### src/rtl/prach_pkg.sv
// Shared definitions for the PRACH half-band stages (decimator and interpolator):
// channel count, half-band coefficients, sample types and the output saturator.
package prach_pkg;

  localparam int NUM_CH_USED = 24;

  typedef logic signed [15:0] sample_t;
  typedef logic signed [17:0] coe_t;

  // fi(1,18,17) outer and inner taps; the centre tap (0.5) is applied as a plain copy.
  localparam coe_t HB2_COE [2] = '{-18'sd4249, 18'sd37013};

  typedef struct packed {
    logic       sync;
    logic       dv;
    logic [7:0] chn;
  } side_t;

  function automatic sample_t sat16(input logic signed [19:0] v);
    sample_t res;
    if (v > 20'sd32767) begin
      res = 16'sd32767;
    end else if (v < -20'sd32768) begin
      res = -16'sd32768;
    end else begin
      res = v[15:0];
    end
    return res;
  endfunction

endpackage

### src/rtl/prach_hb2_int_ch_if.sv
// TDM sample bus for the channelised half-band interpolator: one input stream,
// two polyphase output lanes with their sideband and the channel-order error flag.
interface prach_hb2_int_ch_if;
  import prach_pkg::*;

  sample_t    din_dq;
  logic       din_dv;
  logic [7:0] din_chn;
  logic       sync_in;

  sample_t    dout_dp1;
  sample_t    dout_dp2;
  logic       dout_dv;
  logic [7:0] dout_chn;
  logic       sync_out;
  logic       err_chn;

  modport master (
    output din_dq, din_dv, din_chn, sync_in,
    input  dout_dp1, dout_dp2, dout_dv, dout_chn, sync_out, err_chn
  );

  modport slave (
    input  din_dq, din_dv, din_chn, sync_in,
    output dout_dp1, dout_dp2, dout_dv, dout_chn, sync_out, err_chn
  );

endinterface

### src/rtl/prach_hb2_int_ch_delay.sv
// Generic fixed-length register delay for sideband bundles.
module prach_hb2_int_ch_delay #(
  parameter int WIDTH = 10,
  parameter int DELAY = 6
) (
  input  logic             clk,
  input  logic             rst_n,
  input  logic [WIDTH-1:0] din,
  output logic [WIDTH-1:0] dout
);

  logic [WIDTH-1:0] sr [DELAY];

  always_ff @(posedge clk or negedge rst_n) begin
    if (!rst_n) begin
      for (int i = 0; i < DELAY; i++) sr[i] <= '0;
    end else begin
      sr[0] <= din;
      for (int i = 1; i < DELAY; i++) sr[i] <= sr[i-1];
    end
  end

  assign dout = sr[DELAY-1];

endmodule

### src/rtl/prach_hb2_int_ch.sv
// Channelised half-band interpolator-by-2: each accepted TDM sample yields an even
// (FIR) and an odd (centre-tap) polyphase output, LATENCY cycles later.
module prach_hb2_int_ch
  import prach_pkg::*;
(
  input logic               clk,
  input logic               rst,
  prach_hb2_int_ch_if.slave bus
);

  localparam int         LATENCY   = 6;
  localparam int         XD_LEN    = 3 * NUM_CH_USED + 1;
  localparam logic [7:0] LAST_SLOT = 8'(NUM_CH_USED - 1);

  // ---------------------------------------------------------------- delay line
  sample_t xd [XD_LEN];

  always_ff @(posedge clk or posedge rst) begin
    if (rst) begin
      // NOTE: the delay line is reset explicitly; its contents feed the first
      // post-reset outputs, so stale history must not survive a reset.
      for (int i = 0; i < XD_LEN; i++) xd[i] <= '0;
    end else if (bus.din_dv) begin
      // NOTE: non-blocking updates make every tap take its neighbour's pre-edge value.
      xd[0] <= bus.din_dq;
      for (int i = 1; i < XD_LEN; i++) xd[i] <= xd[i-1];
    end
  end

  // ---------------------------------------------------------------- arithmetic pipeline
  logic signed [16:0] s0_q, s1_q;
  logic signed [34:0] p0_q, p1_q;
  logic signed [35:0] r_q;
  sample_t            y_q, dp1_q;
  sample_t            ctr_q [4];
  sample_t            dp2_q;

  always_ff @(posedge clk or posedge rst) begin
    if (rst) begin
      s0_q  <= '0;
      s1_q  <= '0;
      p0_q  <= '0;
      p1_q  <= '0;
      r_q   <= '0;
      y_q   <= '0;
      dp1_q <= '0;
      for (int i = 0; i < 4; i++) ctr_q[i] <= '0;
      dp2_q <= '0;
    end else begin
      s0_q  <= 17'(xd[0]) + 17'(xd[3*NUM_CH_USED]);
      s1_q  <= 17'(xd[NUM_CH_USED]) + 17'(xd[2*NUM_CH_USED]);
      p0_q  <= 35'(s0_q) * 35'(HB2_COE[0]);
      p1_q  <= 35'(s1_q) * 35'(HB2_COE[1]);
      r_q   <= 36'(p0_q) + 36'(p1_q);
      // Shift by 16 rather than 17 gives the interpolator its gain of 2.
      y_q   <= sat16(r_q[35:16]);
      dp1_q <= y_q;
      // Centre tap is taken from the same snapshot and carried alongside the FIR.
      ctr_q[0] <= xd[NUM_CH_USED];
      for (int i = 1; i < 4; i++) ctr_q[i] <= ctr_q[i-1];
      dp2_q <= ctr_q[3];
    end
  end

  // ---------------------------------------------------------------- slot counter
  logic [7:0] slot_q;
  logic       chn_bad;
  logic       err_q;

  always_comb begin
    // NOTE: default assignment first so no path leaves chn_bad holding a latch.
    chn_bad = 1'b0;
    if (bus.din_dv) begin
      chn_bad = bus.sync_in ? (bus.din_chn != 8'd0) : (bus.din_chn != slot_q);
    end
  end

  always_ff @(posedge clk or posedge rst) begin
    if (rst) begin
      slot_q <= '0;
      err_q  <= 1'b0;
    end else begin
      if (chn_bad) err_q <= 1'b1;
      if (bus.din_dv) begin
        if (bus.sync_in)             slot_q <= 8'd1;
        else if (slot_q == LAST_SLOT) slot_q <= 8'd0;
        else                          slot_q <= slot_q + 8'd1;
      end
    end
  end

  // ---------------------------------------------------------------- sideband
  side_t                side_in, side_out;
  logic [LATENCY-1:0]   flush_sr;
  logic                 flush_ok;

  assign side_in = '{sync: bus.sync_in, dv: bus.din_dv, chn: bus.din_chn};

  prach_hb2_int_ch_delay #(
    .WIDTH ($bits(side_t)),
    .DELAY (LATENCY)
  ) u_side_dly (
    .clk   (clk),
    .rst_n (1'b1),
    .din   (side_in),
    .dout  (side_out)
  );

  // The shared delay block is never reset, so its output is masked until every
  // stage has been refilled with post-reset sideband.
  always_ff @(posedge clk or posedge rst) begin
    if (rst) flush_sr <= '0;
    else     flush_sr <= {flush_sr[LATENCY-2:0], 1'b1};
  end

  assign flush_ok = flush_sr[LATENCY-1];

  assign bus.dout_dp1 = dp1_q;
  assign bus.dout_dp2 = dp2_q;
  assign bus.dout_dv  = side_out.dv & flush_ok;
  assign bus.dout_chn = flush_ok ? side_out.chn : 8'd0;
  assign bus.sync_out = side_out.sync & flush_ok;
  assign bus.err_chn  = err_q;

endmodule

### src/flat_wrapper.sv
// flat-port wrapper written by rule: the top's interface ports become plain ports
module prach_hb2_int_ch_flat import prach_pkg::*;
  (clk, rst, bus_din_dq, bus_din_dv, bus_din_chn, bus_sync_in, bus_dout_dp1, bus_dout_dp2, bus_dout_dv, bus_dout_chn, bus_sync_out, bus_err_chn);
  prach_hb2_int_ch_if bus_i ();
  input logic clk;
  input logic rst;
  input wire logic [$bits(bus_i.din_dq)-1:0] bus_din_dq;
  input wire logic [$bits(bus_i.din_dv)-1:0] bus_din_dv;
  input wire logic [$bits(bus_i.din_chn)-1:0] bus_din_chn;
  input wire logic [$bits(bus_i.sync_in)-1:0] bus_sync_in;
  output wire logic [$bits(bus_i.dout_dp1)-1:0] bus_dout_dp1;
  output wire logic [$bits(bus_i.dout_dp2)-1:0] bus_dout_dp2;
  output wire logic [$bits(bus_i.dout_dv)-1:0] bus_dout_dv;
  output wire logic [$bits(bus_i.dout_chn)-1:0] bus_dout_chn;
  output wire logic [$bits(bus_i.sync_out)-1:0] bus_sync_out;
  output wire logic [$bits(bus_i.err_chn)-1:0] bus_err_chn;
  assign bus_i.din_dq = bus_din_dq;
  assign bus_i.din_dv = bus_din_dv;
  assign bus_i.din_chn = bus_din_chn;
  assign bus_i.sync_in = bus_sync_in;
  assign bus_dout_dp1 = bus_i.dout_dp1;
  assign bus_dout_dp2 = bus_i.dout_dp2;
  assign bus_dout_dv = bus_i.dout_dv;
  assign bus_dout_chn = bus_i.dout_chn;
  assign bus_sync_out = bus_i.sync_out;
  assign bus_err_chn = bus_i.err_chn;
  prach_hb2_int_ch u_core (.clk(clk), .rst(rst), .bus(bus_i));
endmodule
### config.mk
export PLATFORM = sky130hd
export DESIGN_NAME = prach_hb2_int_ch_flat
export DESIGN_NICKNAME = d
export VERILOG_FILES = /design/src/rtl/prach_pkg.sv /design/src/rtl/prach_hb2_int_ch_if.sv /design/src/rtl/prach_hb2_int_ch_delay.sv /design/src/rtl/prach_hb2_int_ch.sv /design/src/flat_wrapper.sv
export SDC_FILE = /design/constraint.sdc
export NUM_CORES = 2
export LEC_CHECK = 0
export ABC_AREA = 1
export CORE_ASPECT_RATIO = 1.2
export CORE_UTILIZATION = 45
export CTS_CLUSTER_SIZE = 40
export DETAILED_ROUTE_END_ITERATION = 8
export GPL_TIMING_DRIVEN = 0
export PLACE_DENSITY = 0.71
export SLEW_MARGIN = 20
export SYNTH_ARGS = -nofsm -noshare
export SYNTH_HDL_FRONTEND = slang
export SYNTH_SLANG_ARGS = --single-unit
### constraint.sdc
create_clock -name clk -period 51.4 [get_ports clk]
set_clock_uncertainty 0.2 [all_clocks]
set_input_delay 10.28 -clock clk [delete_from_list [all_inputs] [get_ports clk]]
set_output_delay 10.28 -clock clk [all_outputs]
set_load 0.1 [all_outputs]
==> impl_metrics.json <==
{
  "post_cts_buffers": 0,
  "maxCapViolCount": 0,
  "drt-pass1-iter-count": 6,
  "synth-seq-area-share_pct": 54.64,
  "rrSetupSlack_ns": 45.30,
  "hold_depth": 0,
  "antenna_found_initial": 11,
  "multi_input_area_um2": 26880,
  "crit_type": "flip-flop to output pin",
  "drv_slew": 0,
  "ios": 71,
  "power.leakage_nw": 42.76,
  "path_clk_slew_ns": 0.06,
  "gp_congestion": 0.9148,
  "postCtsHoldBufs": 0,
  "rr_endpoint": "u_core.p0_q[28]",
  "synth_top_area_share_pct": 52.84,
  "grt_max_degree": 112,
  "ir_drop_v": 0.0001144,
  "cts.path.max_buffers": 3,
  "wl_per_cell_um": 14.52,
  "synth_edf_count": 0,
  "grt_use_total_pct": 19.43,
  "h-tree-depth": 4,
  "cts-root-buf": "clkbuf_16",
  "fp.dieH_um": 424.4,
  "io_buffers": 70,
  "antenna_left": 0,
  "min_to": "u_core.u_side_dly.sr[22]",
  "period_needed_ns": 13.39,
  "cts.sinks": 1473,
  "crit_path_start_kind": "flip-flop",
  "start_util_pct": 45.46,
  "route.detailed.drc": 0,
  "drive_above_1_share_pct": 7.364,
  "cts_tree": "built",
  "critPathMaxFanout": 10,
  "synth_xor_area_share_pct": 1.189,
  "dieArea_um2": 150300,
  "cts_resized": 0,
  "arrival_ns": 2.91,
  "syn_to_final_growth_pct": 12.64,
  "synth-compound-area-share_pct": 2.640,
  "regArea_um2": 36560,
  "final.period_utilization_pct": 26.05,
  "worst_pin_slew_ns": 1.018,
  "routed_wl_um": 141500,
  "syn-instance-count": 7455,
  "r2r-start": "u_core.s0_q[16]",
  "min-delay-start": "u_core.u_side_dly.sr[32]",
  "ys_top_cells_by_area": "dfrtp_1 (53%), nand2_1 (22%), ha_1 (6.4%), fa_1 (5.7%), inv_1 (3.1%)",
  "synth_fa_ha_area_share_pct": 12.08,
  "synth-simple-area-share_pct": 24.26,
  "via_per_inst": 4.787,
  "synth_most_common_cell": "nand2_1",
  "vias": 46663,
  "grt_pass1_wl_um": 239200,
  "yosys_warnings": 0,
  "clkLatencyLatePin_ns": 0.77,
  "cts_made_buffers": 142,
  "drtIter0Drc": 3075,
  "outcome": "complete, no violations",
  "place_area_um2": 70450,
  "nets": 8243,
  "avgSynthCellArea_um2": 8.976,
  "ys.flop_type": "dfrtp_1",
  "final_area_um2": 75370,
  "yosysUniqueCellTypes": 52,
  "p_per_area_nw_per_um2": 66.15,
  "design.core.area_um2": 147200,
  "overflow": 0,
  "nFillCells": 13323,
  "synth_top_family_by_area": "simple AND/OR/NAND/NOR gates",
  "required_ns": 40.92,
  "synth.largest_area_cell": "dfrtp_1",
  "fmax_ghz": 0.07468,
  "dpl.hpwl_um": 105400,
  "relSlewSlack_pct": 31.92,
  "hold_viol": 0,
  "grt_pass1_vias": 47949,
  "muxShareOfSynthArea_pct": 0,
  "setup_tns_ns": 0,
  "finalSetupViolCount": 0,
  "ys_async_sr_fraction_pct": 95.93,
  "ys_ff_latch": 1473,
  "critPathCaptureType": "output pin",
  "netlist_area_um2": 66920,
  "synth_common_cells": "nand2_1 (3877), dfrtp_1 (1413), inv_1 (553)",
  "rsz0062_at_grt": "false",
  "rows": 154,
  "ff2ff_path_depth": 19,
  "hp-class": "flip-flop to flip-flop",
  "die_w_um": 354.0,
  "synth_fp_nets": 8015
}
## worst max-delay path by stage
| stage | start | cells past startpoint | end | slack [ns] |
|---|---|---|---|---|
| final | u_core.flush_sr[5] | 4 | bus_dout_chn[4] | 38.01 |
| after global routing | u_core.flush_sr[5] | 4 | bus_dout_chn[3] | 37.83 |
| after CTS | u_core.flush_sr[5] | 4 | bus_dout_dv | 37.86 |
| after detailed placement | rst | 7 | u_core.xd[896] | 37.55 |
| after global placement | rst | 2 | u_core.bus.dout_dp2[0] | -12.30 |
| after floorplan | rst | 1 | u_core.bus.dout_dp1[0] | 1.07 |
## cells by family after synthesis
family	count (synthesis)
AND/OR/NAND/NOR	4207
XOR/XNOR	90
buffers and inverters	829
adder cells (fa/ha/maj)	532
AO/OA/AOI/OAI	323
other	1
flip-flops	1473
## final cells by class
class	instances	share of cell area, %
plain buffers	266	1.804
well taps	1950	3.237
clock buffers	206	5.614
repair buffers	84	1.441
inverters	563	2.814
flip-flops and latches	1473	48.51
clock inverters	50	0.9080
multi-input cells	5153	35.66
diodes	3	0.009960
## sequential cells by signal, summed over array words and instances (netlist names)
name,cells
u_core.p0_q,31
u_core.s1_q,17
u_core.u_side_dly.sr,50
u_core.r_q,19
u_core.flush_sr,6
u_core.s0_q,17
u_core.bus.dout_dp1,16
u_core.y_q,16
u_core.bus.err_chn,1
u_core.p1_q,34
u_core.xd,1168
u_core.slot_q,8
u_core.ctr_q,64
u_core.bus.dout_dp2,16
u_core.u_side_dly.dout,10
## cell usage in the layout, fill, tap and decap left out, types with 9 or more instances in the layout
master,Yosys,routed
clkinv_2,0,17
buf_16,0,14
a21oi_1,127,127
clkbuf_8,0,31
o21ai_0,134,134
nand3_1,83,83
nor2_2,18,18
inv_2,9,9
fa_1,190,190
clkbuf_16,0,148
nor2_1,130,130
dfrtp_1,1413,1411
a31oi_1,9,9
buf_2,226,226
bufinv_16,0,12
nor3_1,26,26
clkdlybuf4s50_1,0,70
xor2_1,64,64
nand2_1,3877,3877
buf_4,21,21
xnor2_1,25,25
inv_1,553,552
nand4_1,19,19
clkbuf_1,18,45
nand2_2,23,23
ha_1,342,342
o21bai_1,16,16
dfxtp_1,60,60
## critical path, cell delays in order, from the launching register on
cell             delay, ns
dfrtp_1               0.32
clkbuf_1              0.45
nand2_1               0.16
inv_1                 0.09
clkdlybuf4s50_1       1.13
## per-layer routing
layer	share of wire (%)	vias to the layer above	global-route usage, %
li1	-	23170	-
met1	44	22526	24.63
met2	49	712	33.67
met3	3.8	245	3.292
met4	3.0	10	6.458
met5	0.049	-	0
## stage by stage
step                      cells  utilization (%)  setup slack, ns  hold slack [ns]  total power [mW]
final                      9748            51.20            38.01           0.1216             4.986
after global routing       9745            51.20            37.83           0.1262             5.428
after CTS                  9745            51.20            37.86           0.1233             5.036
after detailed placement   9489            47.86            37.55           0.1121             3.930
after global placement     9475            47.59           -12.30           0.1109             3.907
after floorplan            7455                -            1.074           0.1096             3.307
## where the power goes
group | leakage (nW) | internal, mW | switching (mW) | total, mW
clock network | 2.42 | 0.637 | 0.448 | 1.08
registers | 19.6 | 1.34 | 0.0989 | 1.44
logic | 20.7 | 0.874 | 1.59 | 2.46
Power figures use the tool's default switching activity.
